## config.mk

```make
export PLATFORM = sky130hd
export DESIGN_NAME = tx_rs_ddr
export DESIGN_NICKNAME = d
export VERILOG_FILES = /design/src/rtl/tx_rs_ddr.sv
export SDC_FILE = /design/constraint.sdc
export NUM_CORES = 1
export LEC_CHECK = 0
export ABC_AREA = 1
export ABC_CLOCK_PERIOD_IN_PS = 4800
export CORE_ASPECT_RATIO = 1.5
export CORE_MARGIN = 2
export CORE_UTILIZATION = 63
export DETAILED_ROUTE_END_ITERATION = 6
export DONT_BUFFER_PORTS = 1
export PLACE_DENSITY = 0.79
export SYNTH_ARGS = -nofsm -noshare
export SYNTH_HDL_FRONTEND = slang
export SYNTH_SLANG_ARGS = --single-unit
export TNS_END_PERCENT = 50
```

## constraint.sdc

```tcl
create_clock -name txclk_2x -period 4.8 [get_ports txclk_2x]
set_input_delay 0.24 -clock txclk_2x [delete_from_list [all_inputs] [get_ports txclk_2x]]
set_output_delay 0.24 -clock txclk_2x [all_outputs]
set_load 0.01 [all_outputs]
```

## src/rtl/tx_rs_ddr.sv

```systemverilog
// Transmit reconciliation sublayer: 64-bit core words out as two 32-bit XGMII columns, low half first.
// Define TXRS_FAULT_EN to build the 802.3ae local/remote link-fault response state machine.
module tx_rs_ddr #(
  parameter int TP        = 1,
  parameter int FAULT_HYS = 128
) (
  input  logic        txclk_2x,
  input  logic        reset,
  input  logic        tx_phase,
  input  logic [63:0] txd64,
  input  logic [7:0]  txc8,
  input  logic        local_fault,
  input  logic        remote_fault,
  output logic [31:0] txd,
  output logic [3:0]  txc,
  output logic [1:0]  link_state
);
  localparam logic [31:0] IDLE_D = 32'h07070707;
  localparam logic [3:0]  IDLE_C = 4'hF;
  localparam logic [31:0] RF_D   = 32'h0200009C;
  localparam logic [3:0]  RF_C   = 4'h1;

  // TP only delayed register updates in older behavioural models; registers here update at the edge.
  if (TP < 0 || FAULT_HYS < 2 || FAULT_HYS > 255) begin : g_bad_params
  end

  logic        phase;
  logic [31:0] hold_d;
  logic [3:0]  hold_c;
  logic        send_rf;
  logic        send_idle;
  logic        resume;
  logic [31:0] col_d;
  logic [3:0]  col_c;

`ifdef TXRS_FAULT_EN
  typedef enum logic [1:0] {ST_OK = 2'd0, ST_LOCAL = 2'd1, ST_REMOTE = 2'd2} link_t;

  localparam logic [7:0] CNT_LAST = 8'(FAULT_HYS - 1);

  link_t      state;
  link_t      state_next;
  logic [7:0] col_cnt;
  logic [7:0] cnt_next;

  always_ff @(posedge txclk_2x or posedge reset) begin
    if (reset) begin
      state   <= ST_OK;
      col_cnt <= 8'd0;
    end else begin
      state   <= state_next;
      col_cnt <= cnt_next;
    end
  end

  // Local fault has priority everywhere; any fault restarts the fault-free column count.
  always_comb begin
    state_next = state;
    cnt_next   = col_cnt;
    case (state)
      ST_OK: begin
        cnt_next = 8'd0;
        if (local_fault)       state_next = ST_LOCAL;
        else if (remote_fault) state_next = ST_REMOTE;
      end
      ST_LOCAL: begin
        if (local_fault) begin
          cnt_next = 8'd0;
        end else if (remote_fault) begin
          state_next = ST_REMOTE;
          cnt_next   = 8'd0;
        end else if (col_cnt >= CNT_LAST) begin
          state_next = ST_OK;
          cnt_next   = 8'd0;
        end else begin
          cnt_next = col_cnt + 8'd1;
        end
      end
      ST_REMOTE: begin
        if (local_fault) begin
          state_next = ST_LOCAL;
          cnt_next   = 8'd0;
        end else if (remote_fault) begin
          cnt_next = 8'd0;
        end else if (col_cnt >= CNT_LAST) begin
          state_next = ST_OK;
          cnt_next   = 8'd0;
        end else begin
          cnt_next = col_cnt + 8'd1;
        end
      end
      default: begin
        state_next = ST_OK;
        cnt_next   = 8'd0;
      end
    endcase
  end

  assign send_rf    = (state_next == ST_LOCAL);
  assign send_idle  = (state_next == ST_REMOTE);
  assign resume     = (state != ST_OK) && (state_next == ST_OK);
  assign link_state = state;
`else
  logic unused_fault;

  assign unused_fault = &{1'b0, local_fault, remote_fault};
  assign send_rf      = 1'b0;
  assign send_idle    = 1'b0;
  assign resume       = 1'b0;
  assign link_state   = 2'd0;
`endif

  // A pending high half is dropped when leaving a fault, so data restarts on a word boundary.
  always_comb begin
    col_d = IDLE_D;
    col_c = IDLE_C;
    if (send_rf) begin
      col_d = RF_D;
      col_c = RF_C;
    end else if (!send_idle) begin
      if (tx_phase) begin
        col_d = txd64[31:0];
        col_c = txc8[3:0];
      end else if (phase && !resume) begin
        col_d = hold_d;
        col_c = hold_c;
      end
    end
  end

  always_ff @(posedge txclk_2x or posedge reset) begin
    if (reset) begin
      txd    <= IDLE_D;
      txc    <= IDLE_C;
      phase  <= 1'b0;
      hold_d <= 32'd0;
      hold_c <= 4'd0;
    end else begin
      txd   <= col_d;
      txc   <= col_c;
      phase <= tx_phase;
      if (tx_phase) begin
        hold_d <= txd64[63:32];
        hold_c <= txc8[7:4];
      end
    end
  end
endmodule

```

==> results_tabular.tex, run 1 <==
\begin{tabular}{lr}
\hline
Metric & Value \\
\hline
\multicolumn{2}{l}{\textbf{Run status}} \\
\quad Result of the run & finished clean \\
\multicolumn{2}{l}{\textbf{Power and ir drop}} \\
\quad Leakage power total & roughly 1.7 nW \\
\quad Sw frac & 24.7\% \\
\quad Net Switching & roughly 0.00030 W \\
\quad Combinational fraction of design power & under 10\% \\
\quad Clk pwr share & roughly 33\% \\
\quad Share of total power in sequential cells & 58.8\% \\
\quad Tot Pwr & 0.00121 W \\
\quad Max VDD drop & approximately 0.26 mV \\
\quad Internal power & between 0.0009 and 0.001 W \\
\quad PD cells & $\sim$380 nW/um2 \\
\multicolumn{2}{l}{\textbf{Setup path}} \\
\quad Setup Crit Path Kind & reg -> reg \\
\quad Data required time of the critical path & 5070 ps \\
\quad Crit path DAT & between 1500 and 2000 ps \\
\quad Critical Path Source Type & flip-flop \\
\quad Crit path capture type & flip-flop \\
\quad Largest fanout on the critical path & 19 \\
\multicolumn{2}{l}{\textbf{Flow run}} \\
\quad Max-cap violation count & 0 \\
\multicolumn{2}{l}{\textbf{Floorplanning}} \\
\quad Count of pins on the block boundary & approximately 120 \\
\quad Row count & 30 \\
\quad Die footprint & approximately 5200 um2 \\
\quad Starting Density & between 60\% and 70\% \\
\quad Horizontal extent of the die & about 60 um \\
\quad Die Ht & just under 90 um \\
\quad Area of the core & between 4000 and 5000 um2 \\
\multicolumn{2}{l}{\textbf{Placed design}} \\
\quad I/O Buffers & 0 \\
\quad Post-detail-place hpwl & approximately 3300 um \\
\quad Placed cell count & between 300 and 400 \\
\quad Area after DPL & about 2900 um2 \\
\quad Placer's final routability congestion estimate & between 0.7 and 0.8 \\
\multicolumn{2}{l}{\textbf{Timing}} \\
\quad Top achievable clock speed & $\sim$740 MHz \\
\quad RSZ-0062 raised after global routing & no \\
\quad Number of hold violations in the final report & 0 \\
\quad Remaining max-slew budget at the tightest pin & between 40\% and 50\% \\
\quad Final setup skew & around 6 ps \\
\quad Final period demand of the worst path & 1340 ps \\
\quad Final-layout setup total negative slack & 0 ps \\
\quad Slew Limit Fails & 0 \\
\quad Worst Max-Slew Pin Slew & roughly 870 ps \\
\quad Final setup viols & 0 \\
\quad Final critical-path share of the clock period & between 20\% and 30\% \\
\multicolumn{2}{l}{\textbf{Logic synthesis}} \\
\quad Distinct cell type count after synthesis & 12 \\
\quad Synthesized-area fraction occupied by and/or/nand/nor cells & approximately a quarter \\
\quad Compound-gate portion of the synthesized area & about 2.7\% \\
\quad Main combinational cell family by area after synthesis & simple AND/OR/NAND/NOR gates \\
\quad Adder and majority gate portion of the synthesized area & 0\% \\
\quad Proportion of synthesized chip area in sequential cells & 63.0\% \\
\quad Syn Std Cell Area & between 2000 and 3000 um2 \\
\quad Share of the synthesized netlist area taken by xor and xnor gates & 0\% \\
\quad Total of flip-flops plus latches after synthesis & 73 \\
\quad Warning count from the yosys run & 0 \\
\quad Cell count after synthesis & 330 \\
\quad Average cell area after synthesis & a little under 9 um2 \\
\quad Mux contribution to synthesized area & 0\% \\
\multicolumn{2}{l}{\textbf{Cells and area}} \\
\quad Cell area after layout & 3200 um2 \\
\quad Count of placed standard cells in the final layout, fillers left out & 393 \\
\quad Number of nets in the layout & 417 \\
\quad Final Core Density & 71.0\% \\
\quad Fraction of layout cells with a size suffix above 1 & under 10\% \\
\quad Layout fillers & $\sim$340 \\
\quad Area growth, synth to finish & 9.18\% \\
\quad Number of antenna cells inserted & 0 \\
\multicolumn{2}{l}{\textbf{Drt}} \\
\quad Count of routing violations after the opening detailed-route iteration & just under 80 \\
\quad Detailed-route vias per instance & between 5 and 6 \\
\quad Detailed-route DRC error count & 0 \\
\quad Total wire length after detailed routing & 5500 um \\
\quad Drt pass-1 iters & 6 \\
\quad Average detailed-routed wire length per instance & approximately 14 um \\
\quad Via count of the routed design & roughly 2100 \\
\quad Number of antenna-violating nets in the routed design & 0 \\
\multicolumn{2}{l}{\textbf{Clocking}} \\
\quad CTS clk-pin slew, worst paths & approximately 70 ps \\
\quad Master cell of the clock root buffer & clkbuf\_8 \\
\quad Post-CTS setup buffers & 0 \\
\quad Sinks on Clock Net & 73 \\
\quad CTS buffer count & 9 \\
\quad Buffer depth of the longest clock path & 2 \\
\quad Clock network latency to the later pin of the worst-skew pair & $\sim$330 ps \\
\quad \# H-tree levels & 3 \\
\quad TritonCTS clock tree & yes \\
\multicolumn{2}{l}{\textbf{Hold path}} \\
\quad Type of the tightest min-delay check & in -> reg \\
\multicolumn{2}{l}{\textbf{Global routing}} \\
\quad Met1 track demand over resource & between 20\% and 30\% \\
\quad Overall fraction of global-route tracks in use & a little under a quarter \\
\quad Pin count of the biggest net entering global routing & 76 \\
\quad Met2 GRT Util & roughly two fifths \\
\quad Met3 track utilization from global routing & 8.02\% \\
\quad Via count of the first global-routing pass & 2002 \\
\quad Grt ovf & 0 \\
\quad Antenna violations before repair & 0 \\
\quad Busiest grt layer & met2 \\
\quad Wire length of the first global-routing pass & roughly 8700 um \\
\hline
\end{tabular}
## power by group through the flow
| stage | Sequential (W) | Clock, W | Combinational (W) |
|---|---|---|---|
| 3_3_place_gp | 0.000723 | 0 | 0.0000810 |
| 4_1_cts | 0.000714 | 0.000413 | 0.0000981 |
| 6_report | 0.000713 | 0.000402 | 0.0000971 |
| 5_1_grt | 0.000720 | 0.000438 | 0.000116 |
| 2_1_floorplan | 0.000715 | 0 | 0.0000880 |
| 3_5_place_dp | 0.000725 | 0 | 0.0000847 |
## synthesized netlist by cell type
master | instances | share of area, %
buf_2 | 10 | 1.7
buf_4 | 6 | 1.5
buf_6 | 5 | 1.9
clkbuf_1 | 1 | 0.13
conb_1 | 1 | 0.13
dfrtp_1 | 57 | 49
dfstp_2 | 16 | 14
inv_1 | 17 | 2.2
inv_2 | 1 | 0.13
nand2_1 | 180 | 23
nand3_1 | 20 | 3.4
o21ai_0 | 16 | 2.7
## state kept, by name (all words and copies together) (netlist names)
name    count
hold_d     32
phase       1
hold_c      4
txc         4
txd        32
## worst max-delay path, cell delays in order, from the launching register on
cell	delay [ps]
dfrtp_1	720
buf_4	350
nand2_1	90
nand2_1	60
nand2_1	60
## metal layers
metal	routed length (um)	vias up	share of wire, %
li1	-	1009	-
met5	0	-	0
met1	2150	963	39
met2	2870	67	52
met4	110	0	2.0
met3	362	11	6.6
## cell usage in the layout (no fill, tap or decap), drive strengths merged
| master | instances |
|---|---|
| buf | 2 |
| clkbuf | 12 |
| clkinv | 4 |
| conb | 2 |
| dfrtp | 57 |
| dfstp | 16 |
| dlygate4sd3 | 18 |
| inv | 18 |
| nand2 | 180 |
| nand3 | 20 |
| o21ai | 16 |
## path summary, 6_finish.rpt
path,startpoint,end,slack (ps),cells past startpoint
max,phase,txc[1],3460,4
min,txd64[8],txd[8],20,2
max reg2reg,phase,txc[1],3460,4
min reg2reg,hold_d[28],hold_d[28],470,2
max in group asynchronous,reset,hold_d[29],4190,2
min in group asynchronous,reset,txd[21],40,2
## cell families (layout without fill, tap and decap cells)
family | count (synthesis) | after routing
flip-flops | 73 | 73
buffers and inverters | 40 | 54
AO/OA/AOI/OAI | 16 | 16
AND/OR/NAND/NOR | 200 | 200
other | 1 | 2
## final cells by class
class                           instances  area (um2)  share of cell area (%)
Tap cell                               48        60.1                    1.88
Timing Repair Buffer                   20         195                    6.10
Inverter                               18        67.6                    2.11
Multi-Input combinational cell        218         863                    27.0
Clock buffer                           12         145                    4.54
Sequential cell                        73        1850                    57.7
Clock inverter                          4        20.0                   0.626
## timing repair
action	4_1_cts	5_1_grt
setup endpoints to repair	0	0
resized for setup	0	0
hold endpoints to repair	16	2
hold buffers	17	1
## per-stage QoR
stage / setup WS, ps / hold slack, ps
4_1_cts: 3430 / 1.44
3_3_place_gp: 3460 / 278
2_1_floorplan: 2730 / 271
3_5_place_dp: 3440 / 278
5_1_grt: 3280 / 4.38
6_report: 3460 / 16.2
Note: power is estimated with default switching activity, not from simulation.
==> inputs of run 2 (changes only) <==
ABC_CLOCK_PERIOD_IN_PS = 1250   (was 4800)
CORE_UTILIZATION = 62   (was 63)
PLACE_DENSITY = 0.78   (was 0.79)
clock period = 1.25 ns   (was 4.8 ns; I/O delays follow)
==> run 2 against run 1 <==
Effect of this change:
- critical path depth shrank 1
- sequential share of layout area shrank 13 points
- clock power grew to 4.0 times the previous value
- first-iteration DRC count grew to 3.0 times the previous value
- register-to-register slack lost 3400 ps
- core utilization grew 19 points
- critical endpoint is now hold_c[2]
- largest power group unchanged
==> results_tabular.tex, run 2 (same netlist as run 1, synthesis figures left out) <==
\begin{tabular}{lr}
\hline
Metric & Value \\
\hline
\multicolumn{2}{l}{\textbf{Floorplanning}} \\
\quad Area of the core & 4540 um2 \\
\quad Starting Density & between 60\% and 70\% \\
\quad Count of pins on the block boundary & 115 \\
\quad Die Ht & roughly 88 um \\
\quad Die footprint & between 5000 and 6000 um2 \\
\quad Row count & 30 \\
\quad Horizontal extent of the die & roughly 60 um \\
\multicolumn{2}{l}{\textbf{Setup path}} \\
\quad Critical Path Source Type & flip-flop \\
\quad Setup Crit Path Kind & reg -> reg \\
\quad Data required time of the critical path & between 1000 and 1500 ps \\
\quad Crit path DAT & approximately 1400 ps \\
\quad Cell breakdown of the critical path & inv\_1 -> o21ai\_0 -> dlygate4sd3\_1 \\
\quad Crit path capture type & flip-flop \\
\quad Critical path's largest stage delay & $\sim$570 ps \\
\quad Crit path buffers/inverters & 2 \\
\quad Cell type group with the largest total delay on the critical path & buffers and inverters \\
\quad Worst-path cell with the longest stage delay & dlygate4sd3\_1 \\
\quad Largest fanout on the critical path & 2 \\
\multicolumn{2}{l}{\textbf{Power and ir drop}} \\
\quad Share of total power in sequential cells & 54.5\% \\
\quad Sw frac & 25.2\% \\
\quad Max VDD drop & 0.970 mV \\
\quad Clk pwr share & 32.0\% \\
\quad PD cells & about 1200 nW/um2 \\
\quad Internal power & between 0.003 and 0.004 W \\
\quad Leakage power total & 2.05 nW \\
\quad Combinational fraction of design power & between 10\% and 20\% \\
\quad Net Switching & approximately 0.0013 W \\
\multicolumn{2}{l}{\textbf{Placed design}} \\
\quad Placed cell count & 377 \\
\quad I/O Buffers & 0 \\
\quad Placer's final routability congestion estimate & about 0.69 \\
\quad Post-detail-place hpwl & between 3000 and 4000 um \\
\multicolumn{2}{l}{\textbf{Timing}} \\
\quad Final-layout setup total negative slack & 0 ps \\
\quad Top achievable clock speed & roughly 840 MHz \\
\quad Final setup viols & 0 \\
\quad Final critical-path share of the clock period & 95.7\% \\
\quad Slew Limit Fails & 0 \\
\quad RSZ-0062 raised after global routing & no \\
\quad Worst hold slack across all endpoints & $\sim$73 ps \\
\quad Final period demand of the worst path & 1200 ps \\
\quad Final setup skew & between 5 and 6 ps \\
\quad Number of hold violations in the final report & 0 \\
\multicolumn{2}{l}{\textbf{Cells and area}} \\
\quad Area growth, synth to finish & 39.4\% \\
\quad Most used cells in the layout excluding fill and tap cells & nand2\_1, dlygate4sd3\_1, dfrtp\_1 \\
\quad Count of placed standard cells in the final layout, fillers left out & 491 \\
\quad Most common cell after layout, fill and taps aside & nand2\_1 \\
\quad Register cell area after layout & roughly 1800 um2 \\
\quad Layout fillers & between 200 and 250 \\
\quad Area of the multi-input gates & 863 um2 \\
\quad Number of antenna cells inserted & 0 \\
\quad Fraction of layout cells with a size suffix above 1 & about 8.7\% \\
\quad Biggest registers after layout & hold\_d x32, txd x32 \\
\quad Final Core Density & 89.9\% \\
\quad Number of nets in the layout & roughly 500 \\
\multicolumn{2}{l}{\textbf{Clocking}} \\
\quad Master cell of the clock root buffer & clkbuf\_8 \\
\quad Clock network latency to the later pin of the worst-skew pair & between 300 and 400 ps \\
\quad \# H-tree levels & 3 \\
\quad CTS clk-pin slew, worst paths & about 70 ps \\
\quad Sinks on Clock Net & 73 \\
\quad Buffer depth of the longest clock path & 2 \\
\quad TritonCTS clock tree & yes \\
\quad Post-CTS setup buffers & 0 \\
\quad CTS buffer count & 9 \\
\multicolumn{2}{l}{\textbf{Drt}} \\
\quad Count of routing violations after the opening detailed-route iteration & about 230 \\
\quad Drt pass-1 iters & 5 \\
\quad Detailed-route vias per instance & around 5.3 \\
\quad Via count of the routed design & 2600 \\
\quad Detailed-route DRC error count & 0 \\
\quad Total wire length after detailed routing & $\sim$8100 um \\
\quad Average detailed-routed wire length per instance & approximately 16 um \\
\quad Number of antenna-violating nets in the routed design & 0 \\
\multicolumn{2}{l}{\textbf{Global routing}} \\
\quad Overall fraction of global-route tracks in use & 33.6\% \\
\quad Via count of the first global-routing pass & 2688 \\
\quad Pin count of the biggest net entering global routing & between 70 and 80 \\
\quad Grt ovf & 0 \\
\quad Antenna violations before repair & 0 \\
\quad Wire length of the first global-routing pass & about 13000 um \\
\multicolumn{2}{l}{\textbf{Hold path}} \\
\quad Type of the tightest min-delay check & in -> reg \\
\multicolumn{2}{l}{\textbf{Flow run}} \\
\quad Max-cap violation count & 0 \\
\multicolumn{2}{l}{\textbf{Run status}} \\
\quad Result of the run & finished clean \\
\hline
\end{tabular}
-- run 2: changes by cell type in the layout (fill, tap and decap cells not counted), sizes merged --
cell	previous run	this run
clkbuf	12	13
buf	2	5
dlymetal6s4s	0	1
clkinvlp	0	1
inv	18	17
clkinv	4	3
dlygate4sd3	18	96
-- run 2: timing repair --
action | 4_1_cts | 5_1_grt
gates resized for setup | 0 | 3
hold endpoints to repair | 146 | 0
hold buffers | 98 | 0
endpoints found under the setup margin | 0 | 3
-- run 2: worst paths after layout --
kind,start,end,slack [ps],cells after the start
setup / recovery,hold_c[2],hold_c[2],50,3
hold / removal,tx_phase,hold_d[14],70,3
setup reg to reg,hold_c[2],hold_c[2],50,3
hold reg to reg,hold_d[4],hold_d[4],480,2
max in group asynchronous,reset,txd[2],590,3
min in group asynchronous,reset,hold_d[0],320,3
-- run 2: tightest hold or removal path: stages --
cell and delay, ps:
buf_12 170, nand2_1 80, nand2_1 40
-- run 2: power by group through the flow --
stage / Combinational, W / Clock (W) / Sequential [W]
4_1_cts: 0.000633 / 0.00163 / 0.00273
2_1_floorplan: 0.000338 / 0 / 0.00275
6_report: 0.000674 / 0.00161 / 0.00274
5_1_grt: 0.000752 / 0.00176 / 0.00276
3_5_place_dp: 0.000350 / 0 / 0.00278
3_3_place_gp: 0.000334 / 0 / 0.00277
-- run 2: cell type report --
type / count / share of cell area [%]
repair buffers: 102 / 25.7
well taps: 64 / 1.96
inverters: 18 / 1.75
multi-input cells: 218 / 21.1
clock buffers: 13 / 3.89
clock inverters: 3 / 0.368
flip-flops and latches: 73 / 45.2
-- run 2: layer usage --
layer	vias up	wire, um	GRT usage [%]	part of all wire, %
li1	1172	-	-	-
met1	1251	2770	38.5	34
met2	143	4460	57.7	55
met3	34	484	8.27	6.0
met4	0	338	15.6	4.2
met5	-	0	0	0
-- run 2: stage by stage --
| step | total power (W) | area (um2) | worst slack, ps |
|---|---|---|---|
| final | 0.00502 | 4080 | 54.0 |
| after global placement | 0.00310 | 2920 | 425 |
| after floorplan | 0.00309 | 2940 | 370 |
| after CTS | 0.00500 | 4080 | 88.7 |
| after detailed placement | 0.00313 | 2920 | 405 |
| after global routing | 0.00527 | 4080 | 2.88 |
==> inputs of run 3 (changes only) <==
SETUP_SLACK_MARGIN = 0.3   (was default)
==> run 3 against run 2 <==
Effect of this change:
- the run now ends with hold timing left
- largest power group unchanged
- die area is the same
- routed wire length fell by 24%
- clock power barely moved
- critical path depth decreased by 3
- sequential share of layout area up 5.2 points
- setup slack improved by 250 ps
==> results_tabular.tex, run 3 (same netlist as run 1, synthesis figures left out) <==
\begin{tabular}{lr}
\hline
Metric & Value \\
\hline
\multicolumn{2}{l}{\textbf{Run status}} \\
\quad Result of the run & finished, violations left \\
\quad Violated checks & hold timing \\
\multicolumn{2}{l}{\textbf{Cells and area}} \\
\quad Number of antenna cells inserted & 0 \\
\quad Most common cell after layout, fill and taps aside & nand2\_1 \\
\quad Number of nets in the layout & 458 \\
\quad Biggest registers after layout & hold\_d x32, txd x32 \\
\quad Most used cells in the layout excluding fill and tap cells & nand2\_1, dlygate4sd3\_1, dfrtp\_1 \\
\quad Area growth, synth to finish & 25.0\% \\
\quad Cell area after layout & 3660 um2 \\
\quad Layout fillers & $\sim$280 \\
\quad Fraction of layout cells with a size suffix above 1 & under 10\% \\
\multicolumn{2}{l}{\textbf{Timing}} \\
\quad Top achievable clock speed & approximately 1100 MHz \\
\quad Final setup viols & 0 \\
\quad Final-layout setup total negative slack & 0 ps \\
\quad Final critical-path share of the clock period & 75.7\% \\
\quad Slew Limit Fails & 0 \\
\quad Number of hold violations in the final report & 70 \\
\quad RSZ-0062 raised after global routing & yes \\
\quad Final setup skew & about 5.4 ps \\
\quad Worst hold slack across all endpoints & -237 ps \\
\quad Final period demand of the worst path & roughly 950 ps \\
\multicolumn{2}{l}{\textbf{Setup path}} \\
\quad Number of stages on the worst setup path & 0 \\
\quad Critical path destination & txd[9] \\
\quad Setup Crit Path Kind & reg -> out \\
\quad Crit path DAT & a little under 900 ps \\
\quad Flop2flop setup slack & 390 ps \\
\quad R2r worst-path depth & 3 \\
\quad Data required time of the critical path & 1190 ps \\
\quad Critical Path Source Type & flip-flop \\
\quad Critical register-to-register path startpoint & phase \\
\quad Largest fanout on the critical path & 1 \\
\quad Crit path capture type & primary output \\
\quad Worst setup startpoint & txd[9] \\
\quad Destination of the worst register-to-register timing path & txd[12] \\
\multicolumn{2}{l}{\textbf{Global routing}} \\
\quad Wire length of the first global-routing pass & $\sim$10000 um \\
\quad Overall fraction of global-route tracks in use & 25.3\% \\
\quad Pin count of the biggest net entering global routing & slightly above 90 \\
\quad Antenna violations before repair & 0 \\
\quad Grt ovf & 0 \\
\quad Via count of the first global-routing pass & between 2000 and 2500 \\
\multicolumn{2}{l}{\textbf{Placed design}} \\
\quad Placer's final routability congestion estimate & just under 0.7 \\
\quad Area after DPL & $\sim$3000 um2 \\
\quad Post-detail-place hpwl & 3310 um \\
\quad I/O Buffers & 0 \\
\multicolumn{2}{l}{\textbf{Clocking}} \\
\quad Master cell of the clock root buffer & clkbuf\_8 \\
\quad Buffer depth of the longest clock path & 2 \\
\quad CTS clk-pin slew, worst paths & around 70 ps \\
\quad \# resized after CTS & 0 \\
\quad TritonCTS clock tree & yes \\
\quad CTS buffer count & 9 \\
\quad Sinks on Clock Net & 73 \\
\quad Post-cts hold buffer count & between 50 and 60 \\
\quad Clock network latency to the later pin of the worst-skew pair & 330 ps \\
\quad \# H-tree levels & 3 \\
\multicolumn{2}{l}{\textbf{Drt}} \\
\quad Detailed-route DRC error count & 0 \\
\quad Drt pass-1 iters & 4 \\
\quad Average detailed-routed wire length per instance & between 10 and 15 um \\
\quad Detailed-route vias per instance & 5.00 \\
\quad Number of antenna-violating nets in the routed design & 0 \\
\quad Total wire length after detailed routing & 6100 um \\
\quad Count of routing violations after the opening detailed-route iteration & about 150 \\
\quad Via count of the routed design & 2250 \\
\multicolumn{2}{l}{\textbf{Floorplanning}} \\
\quad Area of the core & roughly 4500 um2 \\
\quad Starting Density & between 60\% and 70\% \\
\quad Row count & 30 \\
\quad Die footprint & between 5000 and 6000 um2 \\
\quad Count of pins on the block boundary & around 120 \\
\quad Die Ht & 88.2 um \\
\quad Horizontal extent of the die & roughly 60 um \\
\multicolumn{2}{l}{\textbf{Power and ir drop}} \\
\quad Max VDD drop & 0.847 mV \\
\quad PD cells & roughly 1300 nW/um2 \\
\quad Leakage power total & roughly 1.9 nW \\
\multicolumn{2}{l}{\textbf{Hold path}} \\
\quad Type of the tightest min-delay check & in -> reg \\
\multicolumn{2}{l}{\textbf{Flow run}} \\
\quad Max-cap violation count & 0 \\
\hline
\end{tabular}
-- run 3: changes by cell type in the layout (fill, tap and decap cells not counted) --
cell            before  now
buf_12               3    2
dlygate4sd3_1       96   57
dlymetal6s4s_1       1    0
o21ai_0             14   16
o21ai_1              2    0
-- run 3: timing repair --
| item | in CTS | in global routing |
|---|---|---|
| endpoints found under the hold margin | 146 | 70 |
| setup buffers | 0 | 0 |
| setup endpoints to repair | 13 | 16 |
-- run 3: power breakdown --
group / internal [W] / switching (W) / total [W]
logic: 0.000239 / 0.000257 / 0.000496
clock network: 0.000820 / 0.000772 / 0.00159
registers: 0.00260 / 0.000132 / 0.00273
total: 0.00366 / 0.00116 / 0.00482
-- run 3: area by class of cell --
class / count / area (um2) / area share (%)
clock buffers: 13 / 159 / 4.34
clock inverters: 3 / 15.0 / 0.410
inverters: 18 / 71.3 / 1.95
multi-input cells: 218 / 863 / 23.6
flip-flops and latches: 73 / 1850 / 50.4
well taps: 64 / 80.1 / 2.19
repair buffers: 61 / 626 / 17.1
-- run 3: through the flow --
stage                     total power (W)  instances  setup WS (ps)  utilization [%]  hold WS [ps]
after global routing              0.00509        450            269             80.6          -259
after CTS                         0.00486        450            280             80.6          -250
after detailed placement          0.00313        377            405             64.2          69.8
after floorplan                   0.00309        331            370                -          93.9
final                             0.00482        450            303             80.6          -237
after global placement            0.00310        377            425             64.2          67.9
-- run 3: per-layer routing --
metal	vias up	GRT usage, %	part of all wire (%)
met5	-	0	0
met4	0	10.9	2.1
met3	12	7.24	6.0
met2	89	42.5	56
met1	1058	29.6	36
li1	1091	-	-
-- run 3: how the worst min path moves through the flow --
stage,start,endpoint,slack [ps],cells after the start
5_1_grt,tx_phase,phase,-260,0
3_5_place_dp,reset,hold_c[3],70,2
2_1_floorplan,tx_phase,phase,90,0
3_3_place_gp,reset,hold_c[0],70,2
6_report,tx_phase,phase,-240,0
4_1_cts,tx_phase,phase,-250,0
